### config.mk
export PLATFORM = sky130hd
export DESIGN_NAME = uart_tx_arbiter
export DESIGN_NICKNAME = d
export VERILOG_FILES = /design/src/rtl/uart_tx_arbiter.sv
export SDC_FILE = /design/constraint.sdc
export NUM_CORES = 1
export LEC_CHECK = 0
export ABC_AREA = 0
export BUFFER_PORTS_ARGS = -buffer_cell sky130_fd_sc_hd__buf_4
export CAP_MARGIN = 30
export CORE_MARGIN = 2
export CORE_UTILIZATION = 47
export CTS_CLUSTER_SIZE = 8
export DETAILED_ROUTE_END_ITERATION = 10
export GPL_ROUTABILITY_DRIVEN = 0
export PLACE_DENSITY = 0.9
export SYNTH_ARGS = -nofsm -noshare
export SYNTH_HDL_FRONTEND = slang
export SYNTH_SLANG_ARGS = --single-unit
export TNS_END_PERCENT = 20
### constraint.sdc
create_clock -name i_clk -period 2.35 [get_ports i_clk]
set_input_delay 0.235 -clock i_clk [delete_from_list [all_inputs] [get_ports i_clk]]
set_output_delay 0.235 -clock i_clk [all_outputs]
set_load 0.005 [all_outputs]
### src/rtl/uart_tx_arbiter.sv
`timescale 1ns/1ps
// Round-robin scheduler sharing one UART transmitter between NUM_REQ byte sources.
// Latency: request seen in IDLE at cycle N -> o_tx_start/o_gnt pulse at N+1; one byte in flight at a time.
// Backpressure: sources hold i_req until their o_gnt pulse; no new grant until i_tx_busy has risen and fallen.
//
// Ports:
//   i_clk, i_rst      clock and synchronous active-high reset
//   i_req, i_req_data per-source request level and byte (source k on bits [8k+7:8k])
//   o_gnt             one-hot, one-cycle pulse when a source's byte is accepted
//   o_tx_start        start pulse to the transmitter; o_tx_data is the latched byte
//   i_tx_busy         transmitter busy flag
//   o_active          high whenever the controller is not idle
//   o_src             index of the most recently granted source
//   o_err             sticky watchdog flag (only when UART_TX_ARB_WATCHDOG_EN is defined)
//
// Optional feature macro: UART_TX_ARB_WATCHDOG_EN bounds the two wait states and
// reports a stuck transmitter on o_err.
module uart_tx_arbiter #(
  parameter int NUM_REQ = 4,
  parameter int IDX_W   = $clog2(NUM_REQ)
) (
  input  logic                 i_clk,
  input  logic                 i_rst,
  input  logic [NUM_REQ-1:0]   i_req,
  input  logic [8*NUM_REQ-1:0] i_req_data,
  output logic [NUM_REQ-1:0]   o_gnt,
  output logic                 o_tx_start,
  output logic [7:0]           o_tx_data,
  input  logic                 i_tx_busy,
  output logic                 o_active,
  output logic [IDX_W-1:0]     o_src
`ifdef UART_TX_ARB_WATCHDOG_EN
  ,
  output logic                 o_err
`endif
);

  typedef enum logic [1:0] {
    ST_IDLE      = 2'd0,
    ST_START     = 2'd1,
    ST_WAIT_BUSY = 2'd2,
    ST_WAIT_DONE = 2'd3
  } state_t;

  localparam logic [IDX_W:0] NUM_REQ_W = (IDX_W+1)'(NUM_REQ);

  state_t               state_q, state_d;
  logic [IDX_W-1:0]     rr_ptr_q, rr_ptr_d;
  logic                 tx_start_q, tx_start_d;
  logic [NUM_REQ-1:0]   gnt_q, gnt_d;
  logic [7:0]           tx_data_q, tx_data_d;
  logic [IDX_W-1:0]     src_q, src_d;

  // Arbitration results
  logic                 win_found;
  logic [IDX_W-1:0]     win_idx;
  logic [7:0]           win_dat;
  logic [IDX_W:0]       cand;
  logic [IDX_W:0]       src_inc;

`ifdef UART_TX_ARB_WATCHDOG_EN
  // Last cycle index allowed in each wait state before giving up on the transmitter.
  localparam logic [4:0] WD_BUSY_LAST = 5'd3;
  localparam logic [4:0] WD_DONE_LAST = 5'd31;

  logic [4:0]           wd_cnt_q, wd_cnt_d;
  logic                 err_q, err_d;
`endif

  // Scan upward from rr_ptr with wraparound; the first set request wins.
  // One extra index bit keeps ptr+i from overflowing before the wrap.
  always_comb begin
    win_found = 1'b0;
    win_idx   = '0;
    cand      = '0;
    for (int i = 0; i < NUM_REQ; i++) begin
      cand = {1'b0, rr_ptr_q} + (IDX_W+1)'(i);
      if (cand >= NUM_REQ_W) begin
        cand = cand - NUM_REQ_W;
      end
      if (!win_found && i_req[cand[IDX_W-1:0]]) begin
        win_found = 1'b1;
        win_idx   = cand[IDX_W-1:0];
      end
    end
  end

  // Byte mux for the winning source.
  always_comb begin
    win_dat = '0;
    for (int k = 0; k < NUM_REQ; k++) begin
      if (win_idx == IDX_W'(k)) begin
        win_dat = i_req_data[8*k +: 8];
      end
    end
  end

  // Pointer moves just past the granted source, so it has lowest priority next time.
  always_comb begin
    src_inc = {1'b0, src_q} + {{IDX_W{1'b0}}, 1'b1};
    if (src_inc == NUM_REQ_W) begin
      src_inc = '0;
    end
  end

  // Next-state and registered-output logic.
  always_comb begin
    state_d    = state_q;
    rr_ptr_d   = rr_ptr_q;
    tx_start_d = 1'b0;
    gnt_d      = '0;
    tx_data_d  = tx_data_q;
    src_d      = src_q;
`ifdef UART_TX_ARB_WATCHDOG_EN
    err_d      = err_q;
    wd_cnt_d   = wd_cnt_q;
`endif

    case (state_q)
      ST_IDLE: begin
        // The transmitter is not reset with us, so a frame left over from
        // before a reset must drain before we start another.
        if (win_found && !i_tx_busy) begin
          tx_data_d  = win_dat;
          src_d      = win_idx;
          // start/gnt are registered: they appear while in START.
          tx_start_d = 1'b1;
          gnt_d      = NUM_REQ'(1) << win_idx;
          state_d    = ST_START;
        end
      end

      ST_START: begin
        rr_ptr_d = src_inc[IDX_W-1:0];
        state_d  = ST_WAIT_BUSY;
      end

      ST_WAIT_BUSY: begin
        if (i_tx_busy) begin
          state_d = ST_WAIT_DONE;
        end
`ifdef UART_TX_ARB_WATCHDOG_EN
        else if (wd_cnt_q == WD_BUSY_LAST) begin
          state_d = ST_IDLE;
          err_d   = 1'b1;
        end
`endif
      end

      ST_WAIT_DONE: begin
        if (!i_tx_busy) begin
          state_d = ST_IDLE;
        end
`ifdef UART_TX_ARB_WATCHDOG_EN
        else if (wd_cnt_q == WD_DONE_LAST) begin
          state_d = ST_IDLE;
          err_d   = 1'b1;
        end
`endif
      end

      default: begin
        state_d = ST_IDLE;
      end
    endcase

`ifdef UART_TX_ARB_WATCHDOG_EN
    // Counts cycles spent in the current state; restarts on any transition.
    if (state_d != state_q) begin
      wd_cnt_d = '0;
    end else begin
      wd_cnt_d = wd_cnt_q + 5'd1;
    end
`endif
  end

  always_ff @(posedge i_clk) begin
    if (i_rst) begin
      state_q    <= ST_IDLE;
      rr_ptr_q   <= '0;
      tx_start_q <= 1'b0;
      gnt_q      <= '0;
      tx_data_q  <= '0;
      src_q      <= '0;
`ifdef UART_TX_ARB_WATCHDOG_EN
      wd_cnt_q   <= '0;
      err_q      <= 1'b0;
`endif
    end else begin
      state_q    <= state_d;
      rr_ptr_q   <= rr_ptr_d;
      tx_start_q <= tx_start_d;
      gnt_q      <= gnt_d;
      tx_data_q  <= tx_data_d;
      src_q      <= src_d;
`ifdef UART_TX_ARB_WATCHDOG_EN
      wd_cnt_q   <= wd_cnt_d;
      err_q      <= err_d;
`endif
    end
  end

  assign o_gnt      = gnt_q;
  assign o_tx_start = tx_start_q;
  assign o_tx_data  = tx_data_q;
  assign o_src      = src_q;
  assign o_active   = (state_q != ST_IDLE);
`ifdef UART_TX_ARB_WATCHDOG_EN
  assign o_err      = err_q;
`endif

endmodule

**After elaboration in Yosys (flattened, before gate mapping)**

Index checks and enable logic that the tools add are counted.
Widths: inputs -> output; s select.

- Output and inout bits: 16
- Word-level logic and storage cells: 80
- Register bits: 19
- Input port bits: 39

- $add $sub $neg: 8
- Mux-type cells: 30
- Bitwise gates (word level): 2
- Equal/unequal tests: 10
- Magnitude comparators: 8
- Reductions and logical operators: 15
- Shift operators: 1

Operators by type and width:

| operator | count |
|---|---|
| $mux 8 | 4 |
| $mux 2 | 12 |
| $lt 2x3->1 const B | 4 |
| $ge 3x3->1 const B | 3 |
| $mux 1 | 9 |
| $bmux 1 s2 | 4 |
| $eq 2x2->1 const B | 4 |
| $pmux 2 s4 | 1 |
| $sub 2x1->2 const B | 4 |
| $add 2x1->3 const B | 2 |
| $add 2x2->3 const B | 2 |
| $ne 2x2->1 const B | 3 |
| $eq 2x1->1 const B | 2 |
| $logic_and 1x1->1 | 4 |
| $logic_not 1->1 | 4 |
| $logic_not 2->1 | 2 |
| $shl 1x2->4 const A | 1 |
| $eq 3x3->1 const B | 1 |
| $ge 2x3->1 const B | 1 |
| $reduce_and 3->1 | 1 |
| $reduce_or 3->1 | 1 |
| $not 1->1 | 2 |
| $reduce_and 2->1 | 1 |
| $reduce_bool 2->1 | 1 |
| $reduce_or 2->1 | 1 |

**Logic depth before layout (Yosys ltp)**

- Depth after elaboration: 19
- Gate-level depth with buffers: 7

**Worst setup path after synthesis**

No wires, ideal clock.

- Kind: register to register
- Start: register rr_ptr_q[1]
- End: register tx_data_q[0] (netlist: o_tx_data[0])
- Path slack: 0.882 ns
- Data arrival time: 1.335 ns
- Buffers on the path: 1
- Setup time: 0.133 ns
- Data required time: 2.217 ns
- Stages on the path, launching flop included: 7
- Cells stage by stage: dfxtp_1 > mux2i_1 > nor2_1 > a311oi_2 > nand2b_1 > buf_6 > o221ai_1

- Cells in the longest elaborated chain, start to end: 19
- Elaborated cells on any way between the ends: 47

Ends and longest elaborated chain:

| item | line | source |
|---|---|---|
| start: declaration | 48 | `logic [IDX_W-1:0] rr_ptr_q, rr_ptr_d;` |
| start signal: assignment | 191 | `rr_ptr_q <= rr_ptr_d;` |
| branches (longest 19 deep; another with $add 2x1->3) | -- |  |
| end signal: assignment | 194 | `tx_data_q <= tx_data_d;` |
| end: declaration | 51 | `logic [7:0] tx_data_q, tx_data_d;` |

Several ways; the timed one is not identified. The select of a mux whose other input is x is not followed.
A chain may end at the register's enable or synchronous reset.

**Final worst setup path**

- Start: register rr_ptr_q[1]
- End: register tx_data_q[6] (netlist: o_tx_data[6])

The elaborated chain is that of the path after synthesis.

==> reports/results.txt <==
Status = finished, final reports clean
Power Density = 779.3 nW/um^2
Met3 Use GR = 0.04971
Synth Area in Compound Gates = 0.1401
Leakage = 0.0006753 uW
Die Span X = 51.15 um
Crit Path Max Fanout = 10
Tmin final = 1879 ps
Internal power = 733.2 uW
Synth unique cells = 21
# DRC = 0
Top cells by area in the synthesized netlist = dfxtp_1, mux2i_1, ha_1
Clock Sinks = 19
Flop pwr share = 0.390
Fin crit share = 0.7995
Synth Area in Simple Gates = 0.1533
Multiplexer share of the synthesized area = 0.2120
Instance count of the mapped netlist = 103
Reg2Reg Depth = 5
Post-DP HPWL = 1944 um
H-tree depth = 1
# resized after CTS = 0
Post-DR wirelength/cell = 13.85 um
Fillers = 187
Area leader, netlist = dfxtp_1
Detailed Route Iter0 Violations = 26
Die area = 2616 sq um
Share of Yosys cell area claimed by the top area cell type = 0.3641
Sw Share = 0.3617
Grt ovf = 0
Routed vias = 988
Power share of the combinational group = 0.461
Synth Area in XOR/XNOR = 0
Setup TNS = 0 ps
Total CTS buffers = 3
# Post-CTS Setup Buffers = 0
Finished Layout Cells = 185
I/O Pins = 55
Register area = 380.4 sq um
Post-Syn Area = 1045 sq um
Multi-input gate area = 603.1 sq um
Antenna diode count = 0
Vias in the first global route = 976
Core Box Area = 2148 sq um
Clk Tree Root Cell = clkbuf_4
Setup Skew = 9.989 ps
R2R setup slack = 470 ps
Clock transition at path regs = 120 ps
Sequential element share of the synthesized area = 0.3641
Worst setup EP type = register
Hold wc startpoint = i_tx_busy
DRT Pass-1 Iters = 4
Synth Warn # = 0
Synth-to-layout area growth = 41.08%
Peak VDD IR = 0.0006486 V
Fin Hold WS = 142.0 ps
Antenna violations before repair = 0
Largest family of logic cells by synthesized area = multiplexers
Layout cells sized above 1 = 0.4204
Min-delay worst type = input port to register
Worst Setup Start Kind = register
WS Path Type = register to register
Met2 Use GR = 0.3918
Seq cells post-synth = 19
GRT Max-Usage Layer = met2
Unrepaired setup endpoints after global routing = false
Initial Utilization = 0.4863
Worst reg2reg path startpoint = rr_ptr_q[1]
Worst R2R End = o_tx_data[6]
Worst Path Required = 2530 ps
Final WL = 2563 um
Setup violators final = 0
Synthesized Nets = 148
Number of max-cap violations = 0
Total track usage = 0.2084
Cells after DPL = 181
Largest net degree at the start of global routing = 21
Mean number of vias per cell = 5.341
Wire length of the first global-routing pass = 4077 um
PortBufs = 54
Post-synthesis adder-cell area fraction = 0.07186
Die height = 51.15 um
Fin. Hold Viols = 0
Worst Hold Path Cells = 2
FP Rows = 17
Clock latency on the worst-skew pair = 310 ps
FMAX = 532.3 MHz
Slew headroom = 0.6611
Detail Route Antenna Nets = 0
Switch Pwr = 415.5 uW
Hold_buf cts = 0
Final Slew Violations = 0
Clock buffer depth = 2
Slew @ Worst Pin = 506.8 ps
Final nets = 203
Met1 usage = 0.2149
Post-synthesis average cell area = 10.14 sq um
Worst Hold Path EP = o_tx_start
Crit path DAT = 2060 ps
Clock Power Share = 0.149
CTS tree = yes
-- cell usage after synthesis --
cell      count
buf_6         3
a211oi_1      1
a311oi_2      1
nor4_4        2
o32ai_1       1
nor2_1       14
buf_2         1
nor3_2        1
o21ai_1       1
ha_1          6
nand2_2       1
o2bb2a_4      1
dfxtp_1      19
o221ai_1      8
nand2_1       8
nand2b_1      2
mux2i_1      21
inv_1         6
mux2_2        1
nor2_2        1
a21oi_1       4
-- how the worst max path moves through the flow --
stage | from | endpoint
floorplan | rr_ptr_q[1] | o_tx_data[0]
global placement | rr_ptr_q[1] | o_tx_data[7]
detailed placement | rr_ptr_q[1] | o_tx_data[0]
CTS | rr_ptr_q[1] | o_tx_data[7]
global route | rr_ptr_q[1] | o_tx_data[7]
finish | rr_ptr_q[1] | o_tx_data[6]
-- critical path, stage by stage, from the launching register on --
cell      delay (ps)
dfxtp_1          510
mux2i_1          240
nor2_1            70
a311oi_2         330
nand2b_1         400
o221ai_1         190
-- placed cells by master (no fill, tap or decap) --
cell / instances
nor2_1: 14
o221ai_1: 8
clkbuf_4: 3
nor3_2: 1
dfxtp_1: 19
a311oi_2: 1
ha_1: 6
inv_1: 6
clkinv_2: 1
nand2_1: 8
nor4_4: 2
o32ai_1: 1
mux2_2: 1
o21ai_1: 1
a21oi_1: 4
nand2_2: 1
a211oi_1: 1
o2bb2a_4: 1
nor2_2: 1
nand2b_1: 2
mux2i_1: 21
buf_4: 54
-- metrics by stage --
step                      instance area [sq um]  total power, uW  setup slack, ps  utilization
after floorplan                            1045            788.2            881.8            -
after global placement                     1446            953.7            684.8       0.6733
after detailed placement                   1446            986.2            558.6       0.6733
after CTS                                  1474             1157            527.1       0.6861
after global routing                       1474             1232            341.8       0.6861
final                                      1474             1149            471.2       0.6861
-- state kept, by name, indices dropped and copies added (netlist names) --
signal      flops
o_tx_data       8
o_gnt           4
o_src           2
rr_ptr_q        2
state_q         2
o_tx_start      1
-- power by group through the flow --
stage	sequential [uW]	clock (uW)	combinational, uW
after floorplan	451	0	337
after global placement	453	0	501
after detailed placement	455	0	532
final	448	171	529
after CTS	448	176	533
after global routing	457	187	588
-- logic make-up after synthesis --
family                     count (synthesis)
AOI/OAI and AO/OA                         17
DFF                                       19
adders and majority gates                  6
and+or+nand+nor                           29
buffers and inverters                     10
muxes                                     22
-- final cells by class --
class	instances	share of cell area
Sequential cell	19	0.2581
Inverter	6	0.01528
Multi-Input combinational cell	74	0.4092
Clock buffer	3	0.01528
Clock inverter	1	0.003396
Tap cell	28	0.02377
Timing Repair Buffer	54	0.2750
-- routing by layer --
metal	vias to the layer above	routed length, um
met3	4	265
li1	477	-
met5	-	0
met2	49	1298
met1	458	964
met4	0	35
(Power assumes the default switching activity.)
